`src/rtl/braid_mix_sequencer_if.sv`:
```
// Handshake/status bundle between the braid mix sequencer and its host and
// fluidic actuator layer.
//   master : sequencer side (drives mix requests and status, receives
//            start/abort/mix_ready)
//   slave  : host/actuator side (drives start/abort/mix_ready)
// Signals:
//   start, abort         host commands
//   mix_valid, mix_ready mixer request handshake
//   stage_idx, col_idx   coordinates of the current mixer
//   a_sel, b_sel         operand source columns in stage_idx+1
//   mixing, busy, done   sequence status, done is a one-cycle pulse
//   err                  sticky handshake-timeout flag
interface braid_mix_sequencer_if #(
    parameter int N_STAGES = 3,
    parameter int N_COLS   = 16,
    parameter int N_IN     = 3
);
    localparam int SW = (N_STAGES > 1) ? $clog2(N_STAGES) : 1;
    localparam int CW = (N_COLS > 1) ? $clog2(N_COLS) : 1;
    localparam int AW = $clog2(N_COLS + 1);
    localparam int BW = (N_IN > 1) ? $clog2(N_IN) : 1;

    logic          start;
    logic          abort;
    logic          mix_valid;
    logic          mix_ready;
    logic [SW-1:0] stage_idx;
    logic [CW-1:0] col_idx;
    logic [AW-1:0] a_sel;
    logic [BW-1:0] b_sel;
    logic          mixing;
    logic          busy;
    logic          done;
    logic          err;

    modport master (
        input  start, abort, mix_ready,
        output mix_valid, stage_idx, col_idx, a_sel, b_sel,
               mixing, busy, done, err
    );

    modport slave (
        output start, abort, mix_ready,
        input  mix_valid, stage_idx, col_idx, a_sel, b_sel,
               mixing, busy, done, err
    );
endinterface

```
`src/rtl/braid_mix_sequencer.sv`:
```
// Walks a braid of N_STAGES x N_COLS mixers, from the last stage down to
// stage 0 and column 0 upward within a stage. Each mixer is requested from the
// actuator layer with a valid/ready handshake and then timed for MIX_CYCLES
// clocks. A request that is not accepted within TIMEOUT cycles abandons the
// sequence and sets the sticky err flag.
// Ports:
//   clk  sole clock, rising edge
//   rst  synchronous active-high reset
//   bus  braid_mix_sequencer_if.master (commands, handshake, status)
//
// state  | meaning
// -------+-----------------------------------------------------------
// IDLE   | waiting for start
// ISSUE  | mix_valid high, waiting for mix_ready (wait counter runs)
// MIX    | accepted mixer is timing its mix (mix counter counts down)
// DONE   | one-cycle done pulse, then back to IDLE
module braid_mix_sequencer #(
    parameter int N_STAGES   = 3,
    parameter int N_COLS     = 16,
    parameter int N_IN       = 3,
    parameter int MIX_CYCLES = 8,
    parameter int TIMEOUT    = 255
) (
    input logic                   clk,
    input logic                   rst,
    braid_mix_sequencer_if.master bus
);
    localparam int SW = (N_STAGES > 1) ? $clog2(N_STAGES) : 1;
    localparam int CW = (N_COLS > 1) ? $clog2(N_COLS) : 1;
    localparam int AW = $clog2(N_COLS + 1);
    localparam int BW = (N_IN > 1) ? $clog2(N_IN) : 1;
    localparam int MW = (MIX_CYCLES > 1) ? $clog2(MIX_CYCLES) : 1;
    localparam int TW = $clog2(TIMEOUT + 1);

    localparam logic [SW-1:0] STAGE_LAST = SW'(N_STAGES - 1);
    localparam logic [CW-1:0] COL_LAST   = CW'(N_COLS - 1);
    localparam logic [BW-1:0] B_LAST     = BW'(N_IN - 1);
    localparam logic [BW-1:0] B_FIRST    = BW'(1);
    localparam logic [MW-1:0] MIX_LOAD   = MW'(MIX_CYCLES - 1);
    localparam logic [TW-1:0] WAIT_LAST  = TW'(TIMEOUT - 1);

    localparam logic [1:0] S_IDLE  = 2'd0;
    localparam logic [1:0] S_ISSUE = 2'd1;
    localparam logic [1:0] S_MIX   = 2'd2;
    localparam logic [1:0] S_DONE  = 2'd3;

    logic [1:0]    state;
    logic [SW-1:0] stage_idx;
    logic [CW-1:0] col_idx;
    // b_idx tracks (col_idx+1) mod N_IN incrementally so no divider is needed.
    logic [BW-1:0] b_idx;
    logic [MW-1:0] mix_cnt;
    logic [TW-1:0] wait_cnt;
    logic          err;

    always_ff @(posedge clk) begin
        if (rst) begin
            state     <= S_IDLE;
            stage_idx <= '0;
            col_idx   <= '0;
            b_idx     <= B_FIRST;
            mix_cnt   <= '0;
            wait_cnt  <= '0;
            err       <= 1'b0;
        end else begin
            case (state)
                S_IDLE: begin
                    // abort is ignored here, so start+abort still starts.
                    if (bus.start) begin
                        state     <= S_ISSUE;
                        stage_idx <= STAGE_LAST;
                        col_idx   <= '0;
                        b_idx     <= B_FIRST;
                        wait_cnt  <= '0;
                        err       <= 1'b0;
                    end
                end

                S_ISSUE: begin
                    // abort outranks both acceptance and timeout.
                    if (bus.abort) begin
                        state    <= S_IDLE;
                        wait_cnt <= '0;
                    end else if (bus.mix_ready) begin
                        state    <= S_MIX;
                        mix_cnt  <= MIX_LOAD;
                        wait_cnt <= '0;
                    end else if (wait_cnt == WAIT_LAST) begin
                        state    <= S_IDLE;
                        wait_cnt <= '0;
                        err      <= 1'b1;
                    end else begin
                        wait_cnt <= wait_cnt + TW'(1);
                    end
                end

                S_MIX: begin
                    if (bus.abort) begin
                        state   <= S_IDLE;
                        mix_cnt <= '0;
                    end else if (mix_cnt != '0) begin
                        mix_cnt <= mix_cnt - MW'(1);
                    end else if (col_idx != COL_LAST) begin
                        state   <= S_ISSUE;
                        col_idx <= col_idx + CW'(1);
                        b_idx   <= (b_idx == B_LAST) ? '0 : b_idx + BW'(1);
                    end else if (stage_idx != '0) begin
                        state     <= S_ISSUE;
                        col_idx   <= '0;
                        b_idx     <= B_FIRST;
                        stage_idx <= stage_idx - SW'(1);
                    end else begin
                        state <= S_DONE;
                    end
                end

                S_DONE: begin
                    state <= S_IDLE;
                end

                default: begin
                    state <= S_IDLE;
                end
            endcase
        end
    end

    assign bus.mix_valid = (state == S_ISSUE);
    assign bus.mixing    = (state == S_MIX);
    assign bus.busy      = (state == S_ISSUE) || (state == S_MIX);
    assign bus.done      = (state == S_DONE);
    assign bus.err       = err;
    assign bus.stage_idx = stage_idx;
    assign bus.col_idx   = col_idx;
    assign bus.a_sel     = AW'(col_idx) + AW'(1);
    assign bus.b_sel     = b_idx;
endmodule

```
`src/flat_wrapper.sv`:
```
// flat-port wrapper written by rule: the top's interface ports become plain ports
module braid_mix_sequencer_flat 
#(
    parameter int N_STAGES   = 3,
    parameter int N_COLS     = 16,
    parameter int N_IN       = 3,
    parameter int MIX_CYCLES = 8,
    parameter int TIMEOUT    = 255
)
  (clk, rst, bus_start, bus_abort, bus_mix_ready, bus_mix_valid, bus_stage_idx, bus_col_idx, bus_a_sel, bus_b_sel, bus_mixing, bus_busy, bus_done, bus_err);
  braid_mix_sequencer_if #(.N_STAGES(N_STAGES), .N_COLS(N_COLS), .N_IN(N_IN)) bus_i ();
  input logic clk;
  input logic rst;
  input wire logic [$bits(bus_i.start)-1:0] bus_start;
  input wire logic [$bits(bus_i.abort)-1:0] bus_abort;
  input wire logic [$bits(bus_i.mix_ready)-1:0] bus_mix_ready;
  output wire logic [$bits(bus_i.mix_valid)-1:0] bus_mix_valid;
  output wire logic [$bits(bus_i.stage_idx)-1:0] bus_stage_idx;
  output wire logic [$bits(bus_i.col_idx)-1:0] bus_col_idx;
  output wire logic [$bits(bus_i.a_sel)-1:0] bus_a_sel;
  output wire logic [$bits(bus_i.b_sel)-1:0] bus_b_sel;
  output wire logic [$bits(bus_i.mixing)-1:0] bus_mixing;
  output wire logic [$bits(bus_i.busy)-1:0] bus_busy;
  output wire logic [$bits(bus_i.done)-1:0] bus_done;
  output wire logic [$bits(bus_i.err)-1:0] bus_err;
  assign bus_i.start = bus_start;
  assign bus_i.abort = bus_abort;
  assign bus_i.mix_ready = bus_mix_ready;
  assign bus_mix_valid = bus_i.mix_valid;
  assign bus_stage_idx = bus_i.stage_idx;
  assign bus_col_idx = bus_i.col_idx;
  assign bus_a_sel = bus_i.a_sel;
  assign bus_b_sel = bus_i.b_sel;
  assign bus_mixing = bus_i.mixing;
  assign bus_busy = bus_i.busy;
  assign bus_done = bus_i.done;
  assign bus_err = bus_i.err;
  braid_mix_sequencer #(.N_STAGES(N_STAGES), .N_COLS(N_COLS), .N_IN(N_IN), .MIX_CYCLES(MIX_CYCLES), .TIMEOUT(TIMEOUT)) u_core (.clk(clk), .rst(rst), .bus(bus_i));
endmodule
```
`config.mk`:
```
export PLATFORM = sky130hd
export DESIGN_NAME = braid_mix_sequencer_flat
export DESIGN_NICKNAME = d
export VERILOG_FILES = /design/src/rtl/braid_mix_sequencer_if.sv /design/src/rtl/braid_mix_sequencer.sv /design/src/flat_wrapper.sv
export SDC_FILE = /design/constraint.sdc
export NUM_CORES = 1
export LEC_CHECK = 0
export CORE_ASPECT_RATIO = 1.4
export CORE_UTILIZATION = 51
export DETAILED_ROUTE_END_ITERATION = 7
export HOLD_SLACK_MARGIN = 0.02
export PLACE_DENSITY_LB_ADDON = 0.3
export SYNTH_ARGS = -nofsm -noshare
export SYNTH_HDL_FRONTEND = slang
export SYNTH_SLANG_ARGS = --single-unit
```
`constraint.sdc`:
```
create_clock -name clk -period 1.9 [get_ports clk]
set_input_delay 0.38 -clock clk [delete_from_list [all_inputs] [get_ports clk]]
set_output_delay 0.38 -clock clk [all_outputs]
set_load 0.005 [all_outputs]
```
Word level (Yosys, flattened, before mapping)
Cells that the tools add are included.
{"block": "totals", "regBits": 22, "out_inout_bits": 18, "word_cells": 87, "input_bits": 5}
{"block": "op_classes", "addsub": 6, "n_reduce_logical": 13, "n_eq_ne": 19, "mux": 42}
{"operator": "2-bit 2-to-1 mux", "count": 18}
{"operator": "8-bit 2-to-1 mux", "count": 4}
{"operator": "4-bit 2-to-1 mux", "count": 5}
{"operator": "8-bit one-hot mux with 2 select lines", "count": 1}
{"operator": "2-bit != test, second input constant", "count": 7}
{"operator": "3-bit 2-to-1 mux", "count": 4}
{"operator": "5-bit AND reduction", "count": 2}
{"operator": "8-bit by 1-bit adder with 8-bit output, second input constant", "count": 1}
{"operator": "8-bit equality test, second input constant", "count": 1}
{"operator": "2-bit one-hot mux with 2 select lines", "count": 2}
{"operator": "2-bit one-hot mux with 4 select lines", "count": 1}
{"operator": "4-bit one-hot mux with 2 select lines", "count": 1}
{"operator": "2-bit nonzero test", "count": 4}
{"operator": "2-bit equality test, second input constant", "count": 3}
{"operator": "3-bit one-hot mux with 2 select lines", "count": 1}
{"operator": "6-bit AND reduction", "count": 1}
{"operator": "4-bit by 1-bit adder with 5-bit output, second input constant", "count": 1}
{"operator": "4-bit by 1-bit adder with 4-bit output, second input constant", "count": 1}
{"operator": "1-bit 2-to-1 mux", "count": 4}
{"operator": "2-bit by 1-bit != test with 1-bit output, second input constant", "count": 2}
{"operator": "4-bit by 3-bit != test with 1-bit output, second input constant", "count": 1}
{"operator": "4-bit != test, second input constant", "count": 1}
{"operator": "4-bit AND reduction", "count": 1}
{"operator": "3-bit by 1-bit != test with 1-bit output, second input constant", "count": 1}
{"operator": "12 further kinds", "count": 12}

Longest topological paths before layout
{"block": "logic_depth", "depth_word": 6, "mapped_depth": 7, "mapped_depth_nobuf": 6}

Worst setup path after synthesis
OpenSTA, ideal clock, no wires.
{"block": "synth_path", "path_kind": "register -> register", "from": "reg u_core.state[0]", "to": "reg u_core.state[1]", "period_less_slack_ns": 1.753, "arrival_time_ns": 1.637, "required_ns": 1.784, "path_stages_with_launch": 8, "n_path_buf": 1, "setup_ns": 0.116, "path_slack_ns": 0.147, "path_cell_list": "dfxtp_1 inv_1 ha_1 clkbuf_1 and2b_1 a21oi_1 a211oi_1 a31o_2"}
{"block": "synth_between", "elab_chain_cells": 3, "word_cells_on_any_way": 9, "classes_between": "eq/ne (6); mux (1); reduce/logical (2)"}
{"element": "start: declaration", "line_no": "braid_mix_sequencer.sv:47", "text": "logic [1:0] state;"}
{"element": "start signal: assignment", "line_no": "braid_mix_sequencer.sv:58", "text": "state <= S_IDLE;"}
{"element": "start signal: assignment", "line_no": "braid_mix_sequencer.sv:70", "text": "state <= S_ISSUE;"}
{"element": "start signal: assignment", "line_no": "braid_mix_sequencer.sv:82", "text": "state <= S_IDLE;"}
{"element": "2-bit equality test (*)"}
{"element": "via bus_mixing", "line_no": "flat_wrapper.sv:22", "text": "output wire logic [$bits(bus_i.mixing)-1:0] bus_mixing;"}
{"element": "3-bit != test (no line)"}
{"element": "3-bit AND reduction (no line)"}
The timed path passes the listed nets; every way through them passes the cells marked *.
A chain may end at the register's enable or synchronous reset.

Worst setup path in the final report
{"block": "layout_path", "from": "reg u_core.mix_cnt[0]", "to": "reg u_core.b_idx[0], in the netlist u_core.bus.b_sel[0]"}
{"block": "layout_between", "elab_chain_cells": 3}
{"element": "start: declaration", "line_no": "braid_mix_sequencer.sv:52", "text": "logic [MW-1:0] mix_cnt;"}
{"element": "start signal: assignment", "line_no": "braid_mix_sequencer.sv:102", "text": "mix_cnt <= mix_cnt - MW'(1);"}
{"element": "3-bit nonzero test", "line_no": "braid_mix_sequencer.sv:101", "text": "end else if (mix_cnt != '0) begin"}
{"element": "2-bit != test (no line)"}
{"element": "5-bit AND reduction (no line)"}
{"element": "end signal: assignment", "line_no": "braid_mix_sequencer.sv:106", "text": "b_idx <= (b_idx == B_LAST) ? '0 : b_idx + BW'(1);"}
{"element": "end: declaration", "line_no": "braid_mix_sequencer.sv:51", "text": "logic [BW-1:0] b_idx;"}
Every way passes these cells.

==> impl_results.md <==
- Status: completed
- CTS tree: yes
- Top cells by area, synth: dfxtp_1, ha_1, nand2_1
- Clock share of power: 27.8%
- Max layer used: met4
- # clock sinks: 22
- Core Box Area: 0.00236 sq mm
- Flop pwr share: 50.6%
- Placed Area: 0.00158 sq mm
- Synth Area in Adders: 10.8%
- Total clock buffers created by CTS: 3
- Cell taking the most area after synthesis: dfxtp_1
- Async SR Flop Fraction: 0%
- Die Y-Extent: 61.1 microns
- Post-synthesis xor/xnor area fraction: 4.82%
- First-pass GRT wire length: 4840 microns
- Sw frac: 28.1%
- Largest family of logic cells by synthesized area: simple AND/OR/NAND/NOR gates
- Final Cycle Share: 98.2%
- CP Class: reg -> reg
- Post-synthesis simple-gate area fraction: 20.5%
- First-pass DRT Iterations: 4
- Effective utilization at floorplan: 53.8%
- Worst-path clk slew: 0.13 ns
- FP Rows: 21
- Met1 wire length: 1260 microns
- Share of cells above drive strength 1: 22.0%
- Relative slew slack: 69.1%
- Worst-Margin Slew: 0.452 ns
- WP data required: 2.11 ns
- Pins Over Slew Limit: 0
- 1st-iter DRT viols: 43
- Max clock buf depth: 2
- Crit. End Element: flop
- PortBufs: 22
- Yosys reg bits: 22
- Avg Inst Size Synth: 8.65 sq um
- Vias in the first global route: 1134
- Peak supply drop: 0.420 mV
- Crit Reg-Reg Endpoint: u_core.bus.b_sel[0]
- Combinational share of power: 21.6%
- Pint: 0.000686 W
- Largest net degree at the start of global routing: 13
- Met3 Wirelength: 118 microns
- CTS HTree Levels: 1
- Pwr/cell area: 558 mW/mm^2
- Final min period: 1.87 ns
- Mapped Area: 0.00127 sq mm
- Seq/Total Area, Yosys: 34.6%
- Clk_lat worst skew: 0.32 ns
- Reg2reg path depth: 6
- Post-synthesis mux area share: 3.25%
- Peak Freq: 0.536 GHz
- CP Launch Point: u_core.mix_cnt[0]
- Worst EP arrival: 2.07 ns
- Total Neg Setup Slack: 0 ns
- Worst setup SP type: flop
- Ant. Diodes: 0
- Flop2flop setup slack: 0.03 ns
- Post-DP HPWL: 2250 microns
- Worst hold-check path type: reg -> reg
- Synth-to-Final Area Change: 34.6%
- Num ports: 23
- Setup Skew: 0.0151 ns
- Vias: 1232
- Syn. warnings: 0
- Vias per inst: 6.01
- Worst r2r src: u_core.mix_cnt[0]
- Critical Path Sink: u_core.bus.b_sel[0]
- Compound-Gate Fraction of Synth Area: 19.8%
- Clk root buf: clkbuf_4
- Final WL: 3240 microns
- GP Congestion: 0.829
- Most frequent cells in the layout: clkdlybuf4s50_1, dfxtp_1, nand2_1, buf_4, nor2_1
- Setup Viol. Count Final: 0
- Total Die Area: 0.00270 sq mm
- CP max FO: 3
- Non-Filler Instances: 205
- Synth top area share: 34.6%
- NetSw: 0.000268 W
- Count of different cell masters after synthesis: 40
- Post-synth EDFFs: 0
- Layout Utilization: 72.4%
- Cells after DPL: 199
- Post-layout nets: 199
- Main synth FF type: dfxtp_1
- DRC viols: 0
- Final Instance Area: 0.00171 sq mm
- Gr ovfl total: 0
- Pleak: 0.715 nW
- Routed wire length per instance: 15.8 microns
- Antenna Violating Nets Remaining: 0
- Total track usage: 23.7%
- CTS Hold Bufs: 0
- Max-cap violations: 0
- Fin. Hold Viols: 0
- Width of the die: 44.2 microns
- Syn Nets: 163
- Met2 WL: 1740 microns
- Syn Inst Count: 147
- Initial antenna violation count: 0
## power groups by stage
stage	combinational (W)	sequential (W)	clock, W
2_1_floorplan	0.000126	0.000491	0
3_3_place_gp	0.000182	0.000492	0
3_5_place_dp	0.000190	0.000493	0
4_1_cts	0.000195	0.000484	0.000272
5_1_grt	0.000223	0.000485	0.000290
6_report	0.000206	0.000483	0.000266
## synth_stat cells, types with 2 or more instances
master,instances
o211a_1,2
o211ai_1,2
nor2_1,13
nand3_1,8
nor3_1,2
xor2_1,2
a21oi_1,10
o21ai_0,4
nand2_1,14
nand2b_1,2
or3_1,2
inv_1,12
a32o_1,2
a311oi_1,4
buf_6,2
nor3b_1,2
a21o_1,2
mux2i_1,3
xnor2_1,5
clkbuf_1,3
dfxtp_1,22
ha_1,11
## logic make-up (layout without fill, tap and decap cells)
logic type               Yosys count  in the layout
AND/OR/NAND/NOR                   52             52
AO/OA/AOI/OAI                     34             34
flip-flops                        22             22
buffers and inverters             17             52
adder cells (fa/ha/maj)           11             11
XOR/XNOR                           7              7
multiplexers                       4              4
## cell type report
class                           count  area, sq um
Clock buffer                        4         36.3
Fill cell                         193          653
Inverter                           12         47.5
Multi-Input combinational cell    108          815
Sequential cell                    22          454
Tap cell                           23         28.8
Timing Repair Buffer               36          330
## metal layers
layer / vias to the layer above / GRT usage, %
met5: - / 0
met4: 0 / 8.23
met2: 38 / 44.7
li1: 589 / -
met1: 591 / 27.1
met3: 14 / 2.93
## registers in the layout (all words and copies together), names as in the netlist
signal,flops
u_core.wait_cnt,8
u_core.bus.col_idx,4
u_core.mix_cnt,3
u_core.bus.b_sel,2
u_core.bus.stage_idx,2
u_core.state,2
u_core.bus.err,1
## repair_timing
action	CTS	global route
setup buffers	0	2
setup endpoints to repair	10	11
gates resized for setup	18	12
pin swaps	1	5
## critical path, cell delays in order, from the launching register on
cell      delay, ns
dfxtp_1        0.35
inv_1          0.08
ha_2           0.19
or3b_4         0.42
a211oi_4       0.27
nand3_1        0.20
o32a_2         0.23
## metrics by stage
step           setup WS [ns]  hold WS, ns  total power, W
5_1_grt              -0.0238        0.522        0.000998
6_report              0.0342        0.491        0.000955
3_5_place_dp          -0.230        0.479        0.000682
4_1_cts              -0.0282        0.497        0.000951
3_3_place_gp          -0.148        0.466        0.000675
2_1_floorplan          0.147        0.450        0.000616
## worst min-delay path by stage
stage / from / end / cells past startpoint / slack, ns
2_1_floorplan: u_core.wait_cnt[7] / u_core.wait_cnt[7] / 2 / 0.45
3_3_place_gp: u_core.bus.err / u_core.bus.err / 2 / 0.47
3_5_place_dp: u_core.bus.err / u_core.bus.err / 2 / 0.48
4_1_cts: u_core.bus.err / u_core.bus.err / 2 / 0.50
5_1_grt: u_core.bus.err / u_core.bus.err / 2 / 0.52
6_report: u_core.bus.err / u_core.bus.err / 2 / 0.49
(Power assumes the default switching activity.)
==> patch, RTL diff (config.mk and constraints unchanged) <==
Reset style: asynchronous (`rst`), changed in one clocked block. Comments in the files are not updated.
--- a/src/rtl/braid_mix_sequencer.sv
+++ b/src/rtl/braid_mix_sequencer.sv
@@ -53,7 +53,7 @@
     logic [TW-1:0] wait_cnt;
     logic          err;
 
-    always_ff @(posedge clk) begin
+    always_ff @(posedge clk or posedge rst) begin
         if (rst) begin
             state     <= S_IDLE;
             stage_idx <= '0;
Function: differs if rst is asserted again (counterexample within 4 cycles, from zero or initial values and one cycle with rst high); with rst held inactive, the same outputs for 10 cycles.
==> patch against the original RTL <==
The flow now finishes with violations (negative setup slack); critical path depth up 2; design area up 14%; routed wire length up 31%; core utilization up 7.4 points; sequential cell count unchanged; setup slack worse by 0.069 ns; synthesized area up 5.7%; non-clock buffer count up 18; highest routed layer unchanged.
Power is not compared: it rests on default switching activity, and its combinational part moved more than twofold at a synthesized area within 25%.
==> patch: results <==
[run_status]
status = "complete, but fails checks"
violations = "negative setup slack"

[finish]
num_antenna_cells = 0
register_area_um2 = 552
fill_cells = 149
reg_top3 = "u_core.wait_cnt x8, u_core.bus.col_idx x4, u_core.mix_cnt x3"
drive_gt1_frac = 0.307
final_nets = 209

[route]
initialDrtViolationCount = 42
routed_wl_um = 4240
firstDrtPassIters = 4
via_per_inst = 5.68

[global_route]
grt_pass1_vias = 1343
grt_pass1_wl_um = 5830
grt_max_degree = 14
grt.total_usage = 0.276
antenna_found_initial = 0

[placed_design]
port-buffer-count = 22
routabilityCongestion = 0.780
hpwlAfterDp_um = 2290
post_dp_cell_area_mm2 = 0.00170

[power_and_ir_drop]
switching_share = 0.396
pwr-share-seq = 0.295
leakagePower_nw = 0.927
p_comb_frac = 0.583
powerSeq_w = 0.000651
ir_worst_vdd_mv = 0.778

[sta]
tightest_slew_ns = 0.509
clock_skew_ns = 0.00166
fin_ws_ns = -0.0349
setup_viol = 3

[clock_tree]
clock_path_buffers = 2
cts_buffers = 3
root_buffer = "clkbuf_4"
clock_latency_ns = 0.31
htree_num_levels = 1
clk_pin_slew_ns = 0.13

[logic_synthesis]
synth_xor_area_frac = 0.0456
yosys_warnings = 0
muxShareOfSynthArea = 0.0587
synth-async-reset-ratio = 1.00
synth_fp_nets = 154
synth-adder-area-share = 0.102
ys_seq_area_frac = 0.411
yosys-top-cells-count = "dfrtp_1, inv_1, nor2_1"
synthTopCellsByArea = "dfrtp_1, ha_1, o21ai_0"
synth-compound-area-share = 0.122
yosysUniqueCellTypes = 36

[worst_setup_path]
arrival_ns = 2.17
crit_fanout = 4

[hold_path]
hold_path_class = "input pin to async pin"
patch: final cells by class:
cell class,count,area share
clock buffer,4,0.0186
inverter,13,0.0250
multi-input combinational,99,0.411
sequential,22,0.283
tap,34,0.0218
timing repair buffer,54,0.240
patch: worst paths after layout:
| check | from | end | slack [ns] | depth (start not counted) |
|---|---|---|---|---|
| worst max-delay path | u_core.mix_cnt[0] | u_core.bus.col_idx[0] | -0.03 | 8 |
| worst min-delay path | rst | u_core.bus.col_idx[0] | 0.39 | 2 |
| worst max register to register | u_core.mix_cnt[0] | u_core.bus.col_idx[0] | -0.03 | 8 |
| worst min register to register | u_core.bus.err | u_core.bus.err | 0.55 | 1 |
| max in group asynchronous | rst | u_core.wait_cnt[6] | 1.02 | 3 |
| min in group clk | u_core.bus.err | u_core.bus.err | 0.55 | 1 |
patch: through the flow:
step           cells  setup TNS (ns)  hold WS [ns]  setup slack [ns]   util
6_report         226         -0.0574         0.392           -0.0349  0.798
5_1_grt          226          -0.395         0.427           -0.0926  0.798
4_1_cts          221               0         0.391            0.0213  0.758
3_5_place_dp     206          -0.796         0.494            -0.129  0.694
3_3_place_gp     206          -0.553         0.489            -0.104  0.694
2_1_floorplan    138               0         0.368            0.0101      -
patch: timing repair:
action                     CTS  global route
pin swaps                    2             6
buffers inserted            11             5
gates cloned                 0             0
setup endpoints to repair    7            12
gates resized for setup     16            17
patch: critical path: stages, from the launching register on:
cell      delay (ns)
dfrtp_1         0.43
inv_2           0.10
ha_4            0.13
or3b_4          0.39
a211oi_4        0.28
buf_6           0.15
buf_6           0.10
nand4_1         0.13
o21ai_1         0.15
patch: layer usage:
layer,track usage,wire length [µm]
met1,0.299,1660
met2,0.502,2270
met3,0.0434,132
met4,0.102,181
met5,0,0
